===== src/rtl/core2axi_pkg.sv =====
// core2axi_pkg: shared types, AXI encodings and parameter checks for the core-to-AXI bridge
package core2axi_pkg;

    typedef enum logic {RD = 1'b0, WR = 1'b1} dir_e;

    localparam logic [2:0] AXI_SIZE_4B    = 3'b010;
    localparam logic [1:0] AXI_BURST_INCR = 2'b01;
    localparam logic [1:0] AXI_RESP_OKAY   = 2'b00;
    localparam logic [1:0] AXI_RESP_EXOKAY = 2'b01;
    localparam logic [1:0] AXI_RESP_SLVERR = 2'b10;
    localparam logic [1:0] AXI_RESP_DECERR = 2'b11;

    function automatic bit legal_data_width(int unsigned w);
        return w == 32 || w == 64 || w == 128;
    endfunction

endpackage


===== src/rtl/core2axi_lane_fifo.sv =====
// core2axi_lane_fifo: in-order queue of 32-bit lane offsets for outstanding reads
module core2axi_lane_fifo #(
    parameter int DEPTH = 4,
    parameter int WIDTH = 1
) (
    input  logic             clk_i,
    input  logic             rst_ni,
    input  logic             push,
    input  logic             pop,
    input  logic [WIDTH-1:0] wdata,
    output logic [WIDTH-1:0] rdata,
    output logic             full,
    output logic             empty
);

    localparam int PW = $clog2(DEPTH);

    logic [WIDTH-1:0] mem [DEPTH];
    logic [PW-1:0]    wptr, rptr;
    logic [PW:0]      count;

    assign rdata = mem[rptr];
    assign full  = count == (PW+1)'(DEPTH);
    assign empty = count == '0;

    always_ff @(posedge clk_i) begin
        if (!rst_ni) begin
            wptr  <= '0;
            rptr  <= '0;
            count <= '0;
        end else begin
            wptr  <= wptr + PW'(push);
            rptr  <= rptr + PW'(pop);
            count <= count + (PW+1)'(push) - (PW+1)'(pop);
        end
    end

    always_ff @(posedge clk_i) begin
        if (push) mem[wptr] <= wdata;
    end

endmodule


===== src/rtl/core2axi_mo.sv =====
// core2axi_mo: single-direction, multiple-outstanding bridge from a 32-bit core data port to AXI4
module core2axi_mo
    import core2axi_pkg::*;
#(
    parameter int AXI4_ADDRESS_WIDTH = 32,
    parameter int AXI4_DATA_WIDTH    = 64,
    parameter int AXI4_ID_WIDTH      = 16,
    parameter int AXI4_USER_WIDTH    = 10,
    parameter int MAX_OUTSTANDING    = 4,
    parameter int AXI_ID             = 0
) (
    input  logic                          clk_i,
    input  logic                          rst_ni,
    input  logic                          data_req_i,
    output logic                          data_gnt_o,
    output logic                          data_rvalid_o,
    output logic                          data_err_o,
    input  logic [AXI4_ADDRESS_WIDTH-1:0] data_addr_i,
    input  logic                          data_we_i,
    input  logic [3:0]                    data_be_i,
    input  logic [31:0]                   data_wdata_i,
    output logic [31:0]                   data_rdata_o,
    output logic [AXI4_ID_WIDTH-1:0]      aw_id_o,
    output logic [AXI4_ADDRESS_WIDTH-1:0] aw_addr_o,
    output logic [7:0]                    aw_len_o,
    output logic [2:0]                    aw_size_o,
    output logic [1:0]                    aw_burst_o,
    output logic                          aw_lock_o,
    output logic [3:0]                    aw_cache_o,
    output logic [2:0]                    aw_prot_o,
    output logic [3:0]                    aw_region_o,
    output logic [AXI4_USER_WIDTH-1:0]    aw_user_o,
    output logic [3:0]                    aw_qos_o,
    output logic                          aw_valid_o,
    input  logic                          aw_ready_i,
    output logic [AXI4_DATA_WIDTH-1:0]    w_data_o,
    output logic [AXI4_DATA_WIDTH/8-1:0]  w_strb_o,
    output logic                          w_last_o,
    output logic [AXI4_USER_WIDTH-1:0]    w_user_o,
    output logic                          w_valid_o,
    input  logic                          w_ready_i,
    input  logic [AXI4_ID_WIDTH-1:0]      b_id_i,
    input  logic [1:0]                    b_resp_i,
    input  logic                          b_valid_i,
    input  logic [AXI4_USER_WIDTH-1:0]    b_user_i,
    output logic                          b_ready_o,
    output logic [AXI4_ID_WIDTH-1:0]      ar_id_o,
    output logic [AXI4_ADDRESS_WIDTH-1:0] ar_addr_o,
    output logic [7:0]                    ar_len_o,
    output logic [2:0]                    ar_size_o,
    output logic [1:0]                    ar_burst_o,
    output logic                          ar_lock_o,
    output logic [3:0]                    ar_cache_o,
    output logic [2:0]                    ar_prot_o,
    output logic [3:0]                    ar_region_o,
    output logic [AXI4_USER_WIDTH-1:0]    ar_user_o,
    output logic [3:0]                    ar_qos_o,
    output logic                          ar_valid_o,
    input  logic                          ar_ready_i,
    input  logic [AXI4_ID_WIDTH-1:0]      r_id_i,
    input  logic [AXI4_DATA_WIDTH-1:0]    r_data_i,
    input  logic [1:0]                    r_resp_i,
    input  logic                          r_last_i,
    input  logic [AXI4_USER_WIDTH-1:0]    r_user_i,
    input  logic                          r_valid_i,
    output logic                          r_ready_o
);

    localparam int LW  = $clog2(AXI4_DATA_WIDTH / 32);
    localparam int LWS = LW > 0 ? LW : 1;
    localparam int CW  = $clog2(MAX_OUTSTANDING + 1);
    localparam int SW  = AXI4_DATA_WIDTH / 8;

    if (!legal_data_width(AXI4_DATA_WIDTH)) begin : g_bad_dw
        $error("core2axi_mo: AXI4_DATA_WIDTH must be 32, 64 or 128");
    end
    if (MAX_OUTSTANDING < 2 || MAX_OUTSTANDING > 16 || (MAX_OUTSTANDING & (MAX_OUTSTANDING - 1)) != 0) begin : g_bad_mo
        $error("core2axi_mo: MAX_OUTSTANDING must be a power of two in 2..16");
    end

    logic [CW-1:0]  cnt;
    dir_e           dir;
    logic           aw_done, w_done;
    logic           issuable, ar_hs, aw_hs, w_hs, wr_gnt, b_hs, r_hs;
    logic [LWS-1:0] req_lane, rsp_lane;
    logic           unused;

    // Traffic only flows in one direction at a time; a turnaround waits for the pipe to drain.
    assign issuable = rst_ni && data_req_i && cnt < CW'(MAX_OUTSTANDING) &&
                      (cnt == '0 || dir_e'(data_we_i) == dir);

    assign ar_valid_o = issuable && !data_we_i;
    assign aw_valid_o = issuable && data_we_i && !aw_done;
    assign w_valid_o  = issuable && data_we_i && !w_done;
    assign ar_hs      = ar_valid_o && ar_ready_i;
    assign aw_hs      = aw_valid_o && aw_ready_i;
    assign w_hs       = w_valid_o && w_ready_i;
    assign wr_gnt     = issuable && data_we_i && (aw_done || aw_hs) && (w_done || w_hs);
    assign data_gnt_o = ar_hs || wr_gnt;

    assign b_ready_o     = rst_ni && cnt != '0 && dir == WR;
    assign r_ready_o     = rst_ni && cnt != '0 && dir == RD;
    assign b_hs          = b_valid_i && b_ready_o;
    assign r_hs          = r_valid_i && r_ready_o;
    assign data_rvalid_o = b_hs || r_hs;
    assign data_err_o    = b_hs ? b_resp_i[1] : r_hs && r_resp_i[1];

    always_ff @(posedge clk_i) begin
        if (!rst_ni) begin
            cnt     <= '0;
            dir     <= RD;
            aw_done <= 1'b0;
            w_done  <= 1'b0;
        end else begin
            cnt     <= cnt + CW'(data_gnt_o) - CW'(data_rvalid_o);
            dir     <= data_gnt_o ? dir_e'(data_we_i) : dir;
            aw_done <= !wr_gnt && (aw_done || aw_hs);
            w_done  <= !wr_gnt && (w_done || w_hs);
        end
    end

    assign req_lane = LW > 0 ? data_addr_i[LWS+1:2] : '0;

    if (LW > 0) begin : g_fifo
        logic fifo_full, fifo_empty;
        core2axi_lane_fifo #(
            .DEPTH (MAX_OUTSTANDING),
            .WIDTH (LWS)
        ) u_lane_fifo (
            .clk_i  (clk_i),
            .rst_ni (rst_ni),
            .push   (ar_hs && !fifo_full),
            .pop    (r_hs && !fifo_empty),
            .wdata  (req_lane),
            .rdata  (rsp_lane),
            .full   (fifo_full),
            .empty  (fifo_empty)
        );
    end else begin : g_no_fifo
        assign rsp_lane = '0;
    end

    assign data_rdata_o = r_data_i[{rsp_lane, 5'b0} +: 32];
    assign w_data_o     = {(AXI4_DATA_WIDTH/32){data_wdata_i}};
    assign w_strb_o     = SW'(data_be_i) << {req_lane, 2'b0};
    assign w_last_o     = 1'b1;
    assign w_user_o     = '0;

    assign aw_id_o     = AXI4_ID_WIDTH'(AXI_ID);
    assign aw_addr_o   = data_addr_i;
    assign aw_len_o    = '0;
    assign aw_size_o   = AXI_SIZE_4B;
    assign aw_burst_o  = AXI_BURST_INCR;
    assign aw_lock_o   = 1'b0;
    assign aw_cache_o  = '0;
    assign aw_prot_o   = '0;
    assign aw_region_o = '0;
    assign aw_user_o   = '0;
    assign aw_qos_o    = '0;

    assign ar_id_o     = AXI4_ID_WIDTH'(AXI_ID);
    assign ar_addr_o   = data_addr_i;
    assign ar_len_o    = '0;
    assign ar_size_o   = AXI_SIZE_4B;
    assign ar_burst_o  = AXI_BURST_INCR;
    assign ar_lock_o   = 1'b0;
    assign ar_cache_o  = '0;
    assign ar_prot_o   = '0;
    assign ar_region_o = '0;
    assign ar_user_o   = '0;
    assign ar_qos_o    = '0;

    assign unused = ^{b_id_i, b_user_i, b_resp_i[0], r_id_i, r_resp_i[0], r_last_i, r_user_i};

endmodule

===== config.mk =====
export PLATFORM = sky130hd
export DESIGN_NAME = core2axi_mo
export DESIGN_NICKNAME = d
export VERILOG_FILES = /design/src/rtl/core2axi_pkg.sv /design/src/rtl/core2axi_lane_fifo.sv /design/src/rtl/core2axi_mo.sv
export SDC_FILE = /design/constraint.sdc
export NUM_CORES = 1
export LEC_CHECK = 0
export ABC_AREA = 0
export BUFFER_PORTS_ARGS = -buffer_cell sky130_fd_sc_hd__buf_2
export CAP_MARGIN = 20
export CELL_PAD_IN_SITES_DETAIL_PLACEMENT = 1
export CELL_PAD_IN_SITES_GLOBAL_PLACEMENT = 2
export CORE_AREA = 5 5 188 190
export CTS_CLUSTER_SIZE = 25
export DETAILED_ROUTE_END_ITERATION = 6
export DIE_AREA = 0 0 193 195
export PLACE_DENSITY = 0.67
export SYNTH_ARGS = -nofsm -noshare
export SYNTH_HDL_FRONTEND = slang
export SYNTH_SLANG_ARGS = --single-unit

===== constraint.sdc =====
create_clock -name clk_i -period 3.2 [get_ports clk_i]
set_input_delay 0.64 -clock clk_i [delete_from_list [all_inputs] [get_ports clk_i]]
set_output_delay 0.64 -clock clk_i [all_outputs]
set_load 0.02 [all_outputs]

## Yosys cells after proc, flatten, opt, wreduce, memory -nomap -nowiden

Memory sizes are Yosys's and may differ from the RTL's. A register that Yosys moved wholly into a read port is not among the register bits.
Cells that the tools add are included.

| storage, ports and cells | value |
|---|---|
| memories | 1 |
| bits in writable memories | 4 |
| bits in registers | 13 |
| output and inout bits | 297 |
| bits in latches | 0 |
| memory bits (read-only) | 0 |

Memories:

| name | depth | bits a word | read ports | clocked after Yosys merged registers in | wr ports | line | RTL |
|---|---|---|---|---|---|---|---|
| g_fifo.u_lane_fifo.mem | 4 | 1 | 1 | 1 | 1 | core2axi_lane_fifo.sv:18 | `logic [WIDTH-1:0] mem [DEPTH];` |

| cells by class | value |
|---|---|
| reduce and logical (&&, ||, !) cells | 36 |
| muxes and demuxes | 4 |
| multiply operators | 0 |
| add/sub/neg operators | 6 |
| equality and inequality tests | 2 |
| magnitude comparators | 1 |
| shift-type cells | 2 |
| div/mod/pow operators | 0 |
| bitwise gates (word level) | 1 |

Operator list:

| cell | count |
|---|---|
| 64-bit by 7-bit indexed part select with 32-bit output | 1 |
| 1-bit logical AND | 22 |
| 4-bit by 3-bit << shifter with 8-bit output | 1 |
| 3-bit by 1-bit adder with 3-bit output | 2 |
| 1-bit zero test | 6 |
| 3-bit zero test | 2 |
| 3-bit by 1-bit subtractor with 3-bit output | 2 |
| 1-bit logical OR | 5 |
| 2-bit by 1-bit adder with 2-bit output | 2 |
| 3-bit equality test (second input constant) | 1 |
| 3-bit less-than comparator (second input constant) | 1 |
| 1-bit two-way mux | 3 |
| 3-bit nonzero test | 1 |
| 2-bit two-way mux | 1 |
| 1-bit equality test | 1 |
| 1-bit inverter | 1 |

## Longest topological paths before layout

Gate-level depths: netlist of run 1.

| depth | value |
|---|---|
| word-level depth | 12 |
| depth in mapped cells | 10 |

## Cells and area by module

From an unflattened synthesis of run 1, not the netlist that was laid out.

| second synthesis, totals | value |
|---|---|
| cell total of the unflattened synthesis | 382 |
| area total of the unflattened synthesis | 3240.6 um2 |

Modules (own cells, without submodules):

| module | times used | seq. area each (um2) | area an instance (um2) | cells an instance |
|---|---|---|---|---|
| core2axi_mo | 1 | 120.1 | 2747.6 | 344 |
| core2axi_lane_fifo | 1 | 260.2 | 493.0 | 38 |

## Worst setup path before layout of run 1

Ideal clock, no wire load.

| path | value |
|---|---|
| path kind | input to register |
| start | in data_we_i |
| end | reg g_fifo.u_lane_fifo.count[2] |
| buffers on the path | 0 |
| required time | 3.085 ns |
| slack | 0.673 ns |
| cell stages on the path | 9 |
| setup time | 0.115 ns |
| arrival | 2.412 ns |
| cells stage by stage | and4bb_2 -> nand4_1 -> ha_1 -> inv_1 -> ha_1 -> fa_1 -> xnor2_1 -> xnor2_1 -> and2_1 |

| on the way | value |
|---|---|
| word-level cells in the longest chain between the ends | 8 |
| elaborated cells on any way between the ends | 9 |
| classes of those cells | 2 x add/sub; 1 x eq/ne; 6 x reduce/logical |

Ends and longest elaborated chain:

| element | line | RTL |
|---|---|---|
| start: declaration | core2axi_mo.sv:19 | `input logic data_we_i,` |
| 1-bit equality test | core2axi_mo.sv:90 | `(cnt == '0 \|\| dir_e'(data_we_i) == dir);` |
| 1-bit logical OR | core2axi_mo.sv:90 |  |
| 1-bit logical AND | core2axi_mo.sv:89 | `assign issuable = rst_ni && data_req_i && cnt < CW'(MAX_OUTSTANDING) &&` |
| 1-bit logical AND (*) | core2axi_mo.sv:92 | `assign ar_valid_o = issuable && !data_we_i;` |
| 1-bit logical AND (*) | core2axi_mo.sv:95 | `assign ar_hs = ar_valid_o && ar_ready_i;` |
| 1-bit logical AND (*) | core2axi_mo.sv:132 | `.push (ar_hs && !fifo_full),` |
| 3-bit by 1-bit adder with 3-bit output (*) | core2axi_lane_fifo.sv:34 | `count <= count + (PW+1)'(push) - (PW+1)'(pop);` |
| 3-bit by 1-bit subtractor with 3-bit output (*) | core2axi_lane_fifo.sv:34 |  |
| end signal: assignment | core2axi_lane_fifo.sv:34 |  |
| end: declaration | core2axi_lane_fifo.sv:20 | `logic [PW:0] count;` |

Every way passes the cells marked *; elsewhere a longest branch is shown, timed or not.
A chain may end at the register's enable or synchronous reset.

==> flow_summary.json, run 1 <==
{
  "status": "finished clean",
  "synth_area_leaders": "buf_4, mux2_4, dfxtp_1",
  "synth_cells": 388,
  "syn2layout_area_growth_pct": -4.608,
  "path_class": "register to output pin",
  "synth_top_area_frac": 0.5552,
  "period_minus_slack_ns": 2.598,
  "drive_gt1_frac": 0.4422,
  "drt_wl_total_um": 9375,
  "yosysTopAreaCell": "buf_4",
  "async_reset_ff_frac": 0,
  "cts_resized": 0,
  "synth_seq_area_share": 0.1130,
  "diodes": 0,
  "finalCritPeriodShare": 0.8118,
  "leakagePower_nw": 1.659,
  "slew_violations": 0,
  "gp_congestion": 0.6661,
  "min_path_cells": 2,
  "die_h_um": 195,
  "cts-hold-fix-buffers": 0,
  "route.detailed.drc": 0,
  "layout_setup_ws_ns": 0.6021,
  "worstHoldEndpoint": "g_fifo.u_lane_fifo.rptr[1]",
  "cts_sinks": 17,
  "timing.rr.end": "cnt[2]",
  "synth_common_cells": "buf_4, mux2_4, and2_1, dfxtp_1, inv_1",
  "rsz0062_at_grt": "no",
  "vias_per_cell": 2.311,
  "root_buffer": "clkbuf_16",
  "antenna_found_initial": 0,
  "synth_ff_type": "dfxtp_1",
  "tns_ns": 0,
  "cts_setup_buffers": 0,
  "cts.htree.levels": 1,
  "hold_violations": 0,
  "grt_pass1_vias": 1915,
  "powerDensity_nw_per_um2": 316.1,
  "io_buffers": 129,
  "fin_util": 0.09651,
  "maxCapViolCount": 0,
  "ys_ff_latch": 17,
  "rr_worst_depth": 10,
  "grt_pass1_wl_um": 12290,
  "clockBufferDepth": 2,
  "critPathRequiredTime_ns": 2.56,
  "syn_area_per_cell_um2": 8.678,
  "yosys.cell_count.top_type": "buf_4",
  "insertion_delay_ns": 0.24,
  "initial_utilization": 0.1012,
  "dp_slack_ns": 0.4404,
  "ant_nets": 0,
  "synth_edf_count": 4,
  "dieArea_um2": 37640,
  "hp-start": "g_fifo.u_lane_fifo.rptr[1]",
  "core-area_um2": 33280,
  "worst_ir_drop_vdd_uv": 164.8,
  "crit_fanout": 23,
  "path_clk_slew_ns": 0.05,
  "cts_buffers": 3,
  "hp-class": "register to register",
  "n_fill_cell": 4065,
  "fmax_mhz": 384.9,
  "synthesis.area_um2": 3367,
  "clock-skew-final_ns": 0.001293,
  "drtIter0Drc": 35,
  "num_vias": 1934,
  "ys_warn_count": 0,
  "ios": 495,
  "final_net_count": 596,
  "synth_cell_type_count": 39,
  "cts_tree": "yes",
  "endpoint_kind": "output pin",
  "wl_per_cell_um": 11.20,
  "dpl.hpwl_um": 8337,
  "fp.dieW_um": 193,
  "rows": 67,
  "drt-pass1-iter-count": 4,
  "grt_overflow": 0,
  "crit_arrival_ns": 1.96,
  "grtUsageTotal": 0.04227,
  "rrSetupSlack_ns": 0.72,
  "r2r-start": "cnt[1]",
  "cp-start-kind": "register",
  "grt_max_degree": 24,
  "finalSetupViolCount": 0
}
==> cells in the final DEF (no fill, tap or decap) <==
master / n
edfxtp_1: 4
a311oi_1: 1
nand4_1: 1
nor2b_1: 4
or3b_2: 1
nor2_1: 8
o21ai_0: 1
conb_1: 121
xnor2_1: 5
dfxtp_1: 13
buf_2: 129
nand2_1: 3
o211a_1: 2
inv_1: 9
nand3_1: 2
mux2_4: 30
mux2_2: 2
mux4_2: 1
o221ai_1: 1
o21bai_1: 1
buf_4: 3
a21oi_1: 3
clkbuf_16: 3
or3_1: 1
fa_1: 2
o31ai_1: 1
and3b_1: 1
nand2b_1: 2
clkinv_2: 1
and2_1: 13
nand3b_1: 1
o221a_2: 1
xor2_1: 1
ha_1: 6
and4bb_2: 1
a31oi_1: 1
nor3_1: 4
a41o_1: 2
and3_1: 1
nor3b_1: 2
==> per-stage QoR <==
step | cells | area (µm²) | hold slack, ns | power, mW
2_1_floorplan | 507 | 3814 | 0.4913 | 0.9753
3_3_place_gp | 833 | 3132 | 0.5239 | 0.7718
3_5_place_dp | 833 | 3132 | 0.5217 | 0.7737
4_1_cts | 837 | 3212 | 0.5406 | 1.025
5_1_grt | 837 | 3212 | 0.5751 | 1.089
6_report | 837 | 3212 | 0.5294 | 1.015
==> critical path, stage by stage (launching register included) <==
cell and delay (ns):
dfxtp_1 0.36, mux4_2 0.52, buf_4 0.29, mux2_4 0.37, buf_2 0.16
==> per-layer routing <==
| layer | GRT usage | part of all wire | routed length, µm |
|---|---|---|---|
| met1 | 0.04639 | 0.34 | 3192 |
| met2 | 0.05759 | 0.41 | 3845 |
| met3 | 0.02786 | 0.17 | 1631 |
| met4 | 0.03095 | 0.075 | 705 |
| met5 | 0 | 0 | 0 |
==> cell type report <==
class                           count  area (µm²)  share of cell area
Multi-Input combinational cell    227        1489              0.4636
Clock buffer                        3       75.07             0.02337
Timing Repair Buffer              132       668.1              0.2080
Clock inverter                      1       5.005            0.001558
Sequential cell                    17       380.4              0.1184
Inverter                            9       33.78             0.01052
Tap cell                          448       560.5              0.1745
==> cell families (layout without fill, tap and decap cells) <==
| kind of cell | Yosys count | count (layout) | synth area share |
|---|---|---|---|
| adders and majority gates | 8 | 8 | 0.03419 |
| other | 2 | 121 | 0.002230 |
| AOI/OAI and AO/OA | 14 | 14 | 0.03270 |
| DFF | 17 | 17 | 0.1130 |
| xor gates and xnor gates | 6 | 6 | 0.01561 |
| muxes | 33 | 33 | 0.1472 |
| buffers and inverters | 263 | 145 | 0.5775 |
| and+or+nand+nor | 45 | 45 | 0.07767 |
==> power breakdown <==
group          leakage [nW]  internal, mW  switching, mW  total, mW
Clock                0.0409         0.167         0.0785      0.245
Combinational          1.48         0.176          0.329      0.505
Sequential            0.141         0.240         0.0248      0.265
Total                  1.66         0.583          0.432       1.02
==> sequential cells by signal, summed over array words and instances, names as in the netlist <==
signal	flops
aw_done	1
cnt	3
dir	1
g_fifo.u_lane_fifo.count	3
g_fifo.u_lane_fifo.mem	4
g_fifo.u_lane_fifo.rptr	2
g_fifo.u_lane_fifo.wptr	2
w_done	1
==> worst max-delay path by stage <==
stage | slack (ns) | cells past startpoint | end | start
after floorplan | 0.67 | 9 | g_fifo.u_lane_fifo.count[2] | data_we_i
after global placement | 0.46 | 10 | g_fifo.u_lane_fifo.count[2] | rst_ni
after detailed placement | 0.44 | 10 | g_fifo.u_lane_fifo.count[2] | rst_ni
after CTS | 0.57 | 4 | data_rdata_o[19] | g_fifo.u_lane_fifo.rptr[0]
after global routing | 0.51 | 4 | data_rdata_o[19] | g_fifo.u_lane_fifo.rptr[0]
final | 0.60 | 4 | data_rdata_o[0] | g_fifo.u_lane_fifo.rptr[0]
(Power assumes the default switching activity.)
==> run 2, diff against run 1 <==
==> constraint.sdc (replaced) <==
create_clock -name clk_i -period 2.6 [get_ports clk_i]
set_input_delay 0.52 -clock clk_i [delete_from_list [all_inputs] [get_ports clk_i]]
set_output_delay 0.52 -clock clk_i [all_outputs]
set_load 0.02 [all_outputs]
==> run 2 against run 1 <==
Clock skew is 0.0042 ns higher. Die area unchanged. First-iteration DRC count decreased by 11%. Non-clock buffer count rose by 7. Routed wire length is 0.64% higher. Via count grew 3.7%. Critical path depth unchanged. Cell count is 0.84% higher. Sequential share of layout area is 0.19 points lower. Flip-flop and latch count did not move. Global-route usage is essentially flat. Critical endpoint unchanged.
==> flow_summary.json, run 2 (synthesized netlist as in run 1, its figures left out) <==
{
  "status": "finished clean",
  "largestRegisters": "g_fifo.u_lane_fifo.mem (4), cnt (3), g_fifo.u_lane_fifo.count (3)",
  "die_h_um": 195,
  "grt_overflow": 0,
  "critPathRequiredTime_ns": 2.08,
  "diodes": 0,
  "largest_register": "g_fifo.u_lane_fifo.mem",
  "min_path_cells": 2,
  "grt_pass1_wl_um": 12220,
  "drt-pass1-iter-count": 3,
  "cts_setup_buffers": 0,
  "ios": 495,
  "rrSetupSlack_ns": 0.18,
  "grtUsageTotal": 0.04193,
  "cts-hold-fix-buffers": 0,
  "dpl.hpwl_um": 8476,
  "maxCapViolCount": 0,
  "path_class": "register to output pin",
  "initial_utilization": 0.1012,
  "dp_slack_ns": 0.07353,
  "layout_common_cells": "buf_2, conb_1, mux2_4",
  "num_vias": 2005,
  "largest_reg_flops": 4,
  "gp_congestion": 0.6788,
  "grt_pass1_vias": 1977,
  "route.detailed.drc": 0,
  "antenna_found_initial": 0,
  "wl_per_cell_um": 11.18,
  "drt_wl_total_um": 9435,
  "n_fill_cell": 4078,
  "endpoint_kind": "output pin",
  "drtIter0Drc": 31,
  "timing.rr.end": "cnt[2]",
  "cp-start-kind": "register",
  "vias_per_cell": 2.376,
  "worstHoldEndpoint": "dir",
  "path_clk_slew_ns": 0.06,
  "slew_violations": 0,
  "core-area_um2": 33280,
  "clock-skew-final_ns": 0.005479,
  "path_cells": "mux4_2 > buf_4 > mux2_4 > buf_2",
  "fin_cells": 844,
  "stdcell_area_um2": 3264,
  "rr_worst_depth": 10,
  "final_common_cell": "buf_2",
  "finalSetupViolCount": 0,
  "syn2layout_area_growth_pct": -3.047,
  "period_minus_slack_ns": 2.483,
  "cts_tree": "yes",
  "cts_sinks": 17,
  "hold_violations": 0,
  "leakagePower_nw": 1.694,
  "r2r-start": "cnt[1]",
  "dpl_cell_area_um2": 3184,
  "crit_arrival_ns": 1.96,
  "cts_buffers": 3,
  "io_buffers": 129,
  "crit_fanout": 23,
  "root_buffer": "clkbuf_16",
  "powerDensity_nw_per_um2": 392.2,
  "ant_nets": 0,
  "insertion_delay_ns": 0.25,
  "grt_max_degree": 24,
  "rows": 67,
  "fmax_mhz": 402.7,
  "worst_ir_drop_vdd_uv": 226.2,
  "seqCellArea_um2": 380.4,
  "multiInputGateArea_um2": 1489,
  "tns_ns": 0,
  "hp-start": "ar_ready_i",
  "cp_slowest_cell": "mux4_2",
  "drive_gt1_frac": 0.4520,
  "dieArea_um2": 37640,
  "post-place-cells": 840,
  "clockBufferDepth": 2,
  "fp.dieW_um": 193,
  "cts.htree.levels": 1,
  "rsz0062_at_grt": "no",
  "final_net_count": 603,
  "hp-class": "input pin to register",
  "cts_resized": 0,
  "slowest_delay_ns": 0.52,
  "layout_setup_ws_ns": 0.1166,
  "finalCritPeriodShare": 0.9551
}
[run 2: worst max path at each step]
stage,start,end,depth (start not counted)
final,g_fifo.u_lane_fifo.rptr[0],data_rdata_o[0],4
after floorplan,cnt[1],cnt[2],10
after detailed placement,data_we_i,g_fifo.u_lane_fifo.count[2],10
after global placement,data_we_i,g_fifo.u_lane_fifo.count[2],10
after global routing,g_fifo.u_lane_fifo.rptr[0],data_rdata_o[19],4
after CTS,g_fifo.u_lane_fifo.rptr[0],data_rdata_o[19],4
[run 2: critical path, delay by kind of cell (launching register included)]
family	cells	cell delay [ns]
multiplexers	2	0.89
buffers and inverters	2	0.45
flip-flops	1	0.36
[run 2: per-layer routing]
| layer | vias to the layer above | track usage | share of wire |
|---|---|---|---|
| met5 | - | 0 | 0 |
| met4 | 0 | 0.03095 | 0.075 |
| met3 | 54 | 0.02911 | 0.18 |
| met2 | 180 | 0.05941 | 0.41 |
| met1 | 886 | 0.04312 | 0.33 |
| li1 | 885 | - | - |
[run 2: layout make-up]
cell class              count  share of cell area
inverters                   9             0.01035
multi-input cells         227              0.4561
clock inverters             1            0.001533
clock buffers               3             0.02300
repair buffers            139              0.2208
well taps                 448              0.1717
flip-flops and latches     17              0.1165
[run 2: report_power, final]
group          internal [mW]  switching (mW)  total (mW)
sequential             0.295          0.0288       0.324
clock                  0.206           0.101       0.306
combinational          0.237           0.413       0.650
total                  0.737           0.543        1.28
[run 2: metrics by stage]
stage	hold slack [ns]	total power, mW	util
2_1_floorplan	0.4913	1.200	-
3_3_place_gp	0.5274	0.9712	0.09568
3_5_place_dp	0.5404	0.9814	0.09568
4_1_cts	0.5064	1.291	0.09809
5_1_grt	0.5054	1.371	0.09809
6_report	0.5090	1.280	0.09809
==> run 3, diff against run 2 <==
--- a/config.mk
+++ b/config.mk
@@ -5,16 +5,16 @@
 export SDC_FILE = /design/constraint.sdc
 export NUM_CORES = 1
 export LEC_CHECK = 0
-export ABC_AREA = 0
+export ABC_AREA = 1
 export BUFFER_PORTS_ARGS = -buffer_cell sky130_fd_sc_hd__buf_2
 export CAP_MARGIN = 20
 export CELL_PAD_IN_SITES_DETAIL_PLACEMENT = 1
 export CELL_PAD_IN_SITES_GLOBAL_PLACEMENT = 2
-export CORE_AREA = 5 5 188 190
+export CORE_AREA = 5 5 187 189
 export CTS_CLUSTER_SIZE = 25
 export DETAILED_ROUTE_END_ITERATION = 6
-export DIE_AREA = 0 0 193 195
-export PLACE_DENSITY = 0.67
+export DIE_AREA = 0 0 192 194
+export PLACE_DENSITY = 0.69
 export SYNTH_ARGS = -nofsm -noshare
 export SYNTH_HDL_FRONTEND = slang
 export SYNTH_SLANG_ARGS = --single-unit
==> run 3 against run 2 <==
First-iteration DRC count rose by 130%. Critical path depth up 9. Clock skew hardly changed.
==> flow_summary.json, run 3 <==
{
  "status": "finished clean",
  "async_reset_ff_frac": 0,
  "drt-pass1-iter-count": 4,
  "syn_area_per_cell_um2": 7.714,
  "fmax_mhz": 427.2,
  "cts_buffers": 3,
  "synth_area_leaders": "buf_4, dfxtp_1, mux2_2",
  "leakagePower_nw": 1.687,
  "rsz0062_at_grt": "no",
  "cts-hold-fix-buffers": 0,
  "ys_ff_latch": 17,
  "insertion_delay_ns": 0.25,
  "die_h_um": 194,
  "largest_reg_flops": 4,
  "powerDensity_nw_per_um2": 379.5,
  "worst_ir_drop_vdd_uv": 146.6,
  "rrSetupSlack_ns": 0.27,
  "n_fill_cell": 4078,
  "path_cells": "buf_2 > nand2_1 > nor2_2 > a21boi_2 > nand2_2 > nor2_4 > nand2_2 > ha_1 > inv_1 > ha_1 > fa_1 > or2_2 > a21oi_1",
  "io_buffers": 129,
  "synth_edf_count": 4,
  "cts_sinks": 17,
  "layout_common_cells": "buf_2, conb_1, inv_1",
  "synthesis.area_um2": 3263,
  "grt_max_degree": 33,
  "gp_congestion": 0.6880,
  "yosys.cell_count.top_type": "buf_4",
  "vias_per_cell": 2.311,
  "cp_slowest_cell": "fa_1",
  "cts_resized": 0,
  "core-area_um2": 33110,
  "cts.htree.levels": 1,
  "synth_common_cells": "buf_4, inv_1, nand2_1",
  "final_common_cell": "buf_2",
  "drive_gt1_frac": 0.4009,
  "antenna_found_initial": 0,
  "wl_per_cell_um": 10.47,
  "yosysTopAreaCell": "buf_4",
  "maxCapViolCount": 0,
  "crit_fanout": 3,
  "grt_pass1_wl_um": 12840,
  "ant_nets": 0,
  "dieArea_um2": 37250,
  "diodes": 0,
  "slowest_delay_ns": 0.38,
  "synth_seq_area_share": 0.1166,
  "dpl_cell_area_um2": 3090,
  "hp-class": "register to register",
  "synth_cells": 423,
  "num_vias": 2027,
  "route.detailed.drc": 0,
  "synth_cell_type_count": 27,
  "stdcell_area_um2": 3169,
  "rows": 67,
  "cts_tree": "yes",
  "dpl.hpwl_um": 8226,
  "grt_overflow": 0,
  "clockBufferDepth": 2,
  "initial_utilization": 0.09855,
  "tns_ns": 0,
  "critPathRequiredTime_ns": 2.78,
  "drtIter0Drc": 70,
  "finalSetupViolCount": 0,
  "crit_arrival_ns": 2.52,
  "finalCritPeriodShare": 0.9004,
  "grtUsageTotal": 0.04389,
  "ys_warn_count": 0,
  "period_minus_slack_ns": 2.341,
  "drt_wl_total_um": 9186,
  "final_net_count": 636,
  "slew_violations": 0,
  "endpoint_kind": "register",
  "clock-skew-final_ns": 0.005855,
  "syn2layout_area_growth_pct": -2.876,
  "root_buffer": "clkbuf_16",
  "path_clk_slew_ns": 0.05,
  "largestRegisters": "g_fifo.u_lane_fifo.mem (4), cnt (3), g_fifo.u_lane_fifo.count (3)",
  "multiInputGateArea_um2": 1300,
  "largest_register": "g_fifo.u_lane_fifo.mem",
  "cts_setup_buffers": 0,
  "ios": 495,
  "grt_pass1_vias": 2080,
  "synth_top_area_frac": 0.5798,
  "fp.dieW_um": 192,
  "hold_violations": 0,
  "path_class": "input pin to register",
  "seqCellArea_um2": 380.4,
  "synth_ff_type": "dfxtp_1",
  "total_power_mw": 1.203,
  "cp-start-kind": "input pin"
}
## run 3: changes by cell type in the layout (fill, tap and decap cells not counted), sizes merged, moves of 3 or more
cell   delta
nand2    +31
inv      +26
and2     -13
nor2      +9
nor2b     -4
nand3     +3
## run 3: per-layer routing
| metal | routed length [µm] | up-vias | global-route usage |
|---|---|---|---|
| met5 | 0 | - | 0.003979 |
| met1 | 2822 | 872 | 0.04381 |
| li1 | - | 932 | - |
| met3 | 1442 | 62 | 0.02377 |
| met2 | 4019 | 161 | 0.06428 |
| met4 | 902 | 0 | 0.04041 |
## run 3: per-stage QoR
step / util / instances / hold slack (ns) / setup slack, ns
2_1_floorplan: - / 542 / 0.5062 / 0.1089
3_3_place_gp: 0.09333 / 873 / 0.5484 / 0.006568
3_5_place_dp: 0.09333 / 873 / 0.5507 / -0.005956
4_1_cts: 0.09571 / 877 / 0.5647 / 0.2303
5_1_grt: 0.09571 / 877 / 0.6033 / 0.07569
6_report: 0.09571 / 877 / 0.5595 / 0.2589
## run 3: path summary, 6_finish.rpt
check / start / to / cells past startpoint
hold / removal: w_done / w_done / 4
hold reg to reg: w_done / w_done / 4
setup / recovery: rst_ni / g_fifo.u_lane_fifo.count[2] / 13
setup reg to reg: cnt[2] / g_fifo.u_lane_fifo.count[2] / 12
## run 3: power by group
part	switching, mW	internal, mW	leakage, nW
Clock	0.0967	0.208	0.0382
Combinational	0.407	0.187	1.51
Sequential	0.0131	0.291	0.141
## run 3: final cells by class
class / instances / share of cell area
clock buffer: 4 / 0.02487
inverter: 35 / 0.04145
multi-input combinational: 236 / 0.4102
sequential: 17 / 0.1200
tap: 448 / 0.1769
timing repair buffer: 137 / 0.2266
## run 3: worst max-delay path, delay by kind of cell
family / cells / cell delay [ns]
AND/OR/NAND/NOR: 6 / 0.73
adder cells (fa/ha/maj): 3 / 0.83
buffers and inverters: 2 / 0.13
AO/OA/AOI/OAI: 2 / 0.30
## run 3: cells by family after synthesis
kind of cell | count (synthesis) | synth area share
xor+xnor | 5 | 0.01342
buf+inv | 289 | 0.6227
other cells | 2 | 0.002301
compound gates | 7 | 0.01380
mux | 32 | 0.1104
flops | 17 | 0.1166
simple gates | 63 | 0.08551
fa+ha+maj | 8 | 0.03528
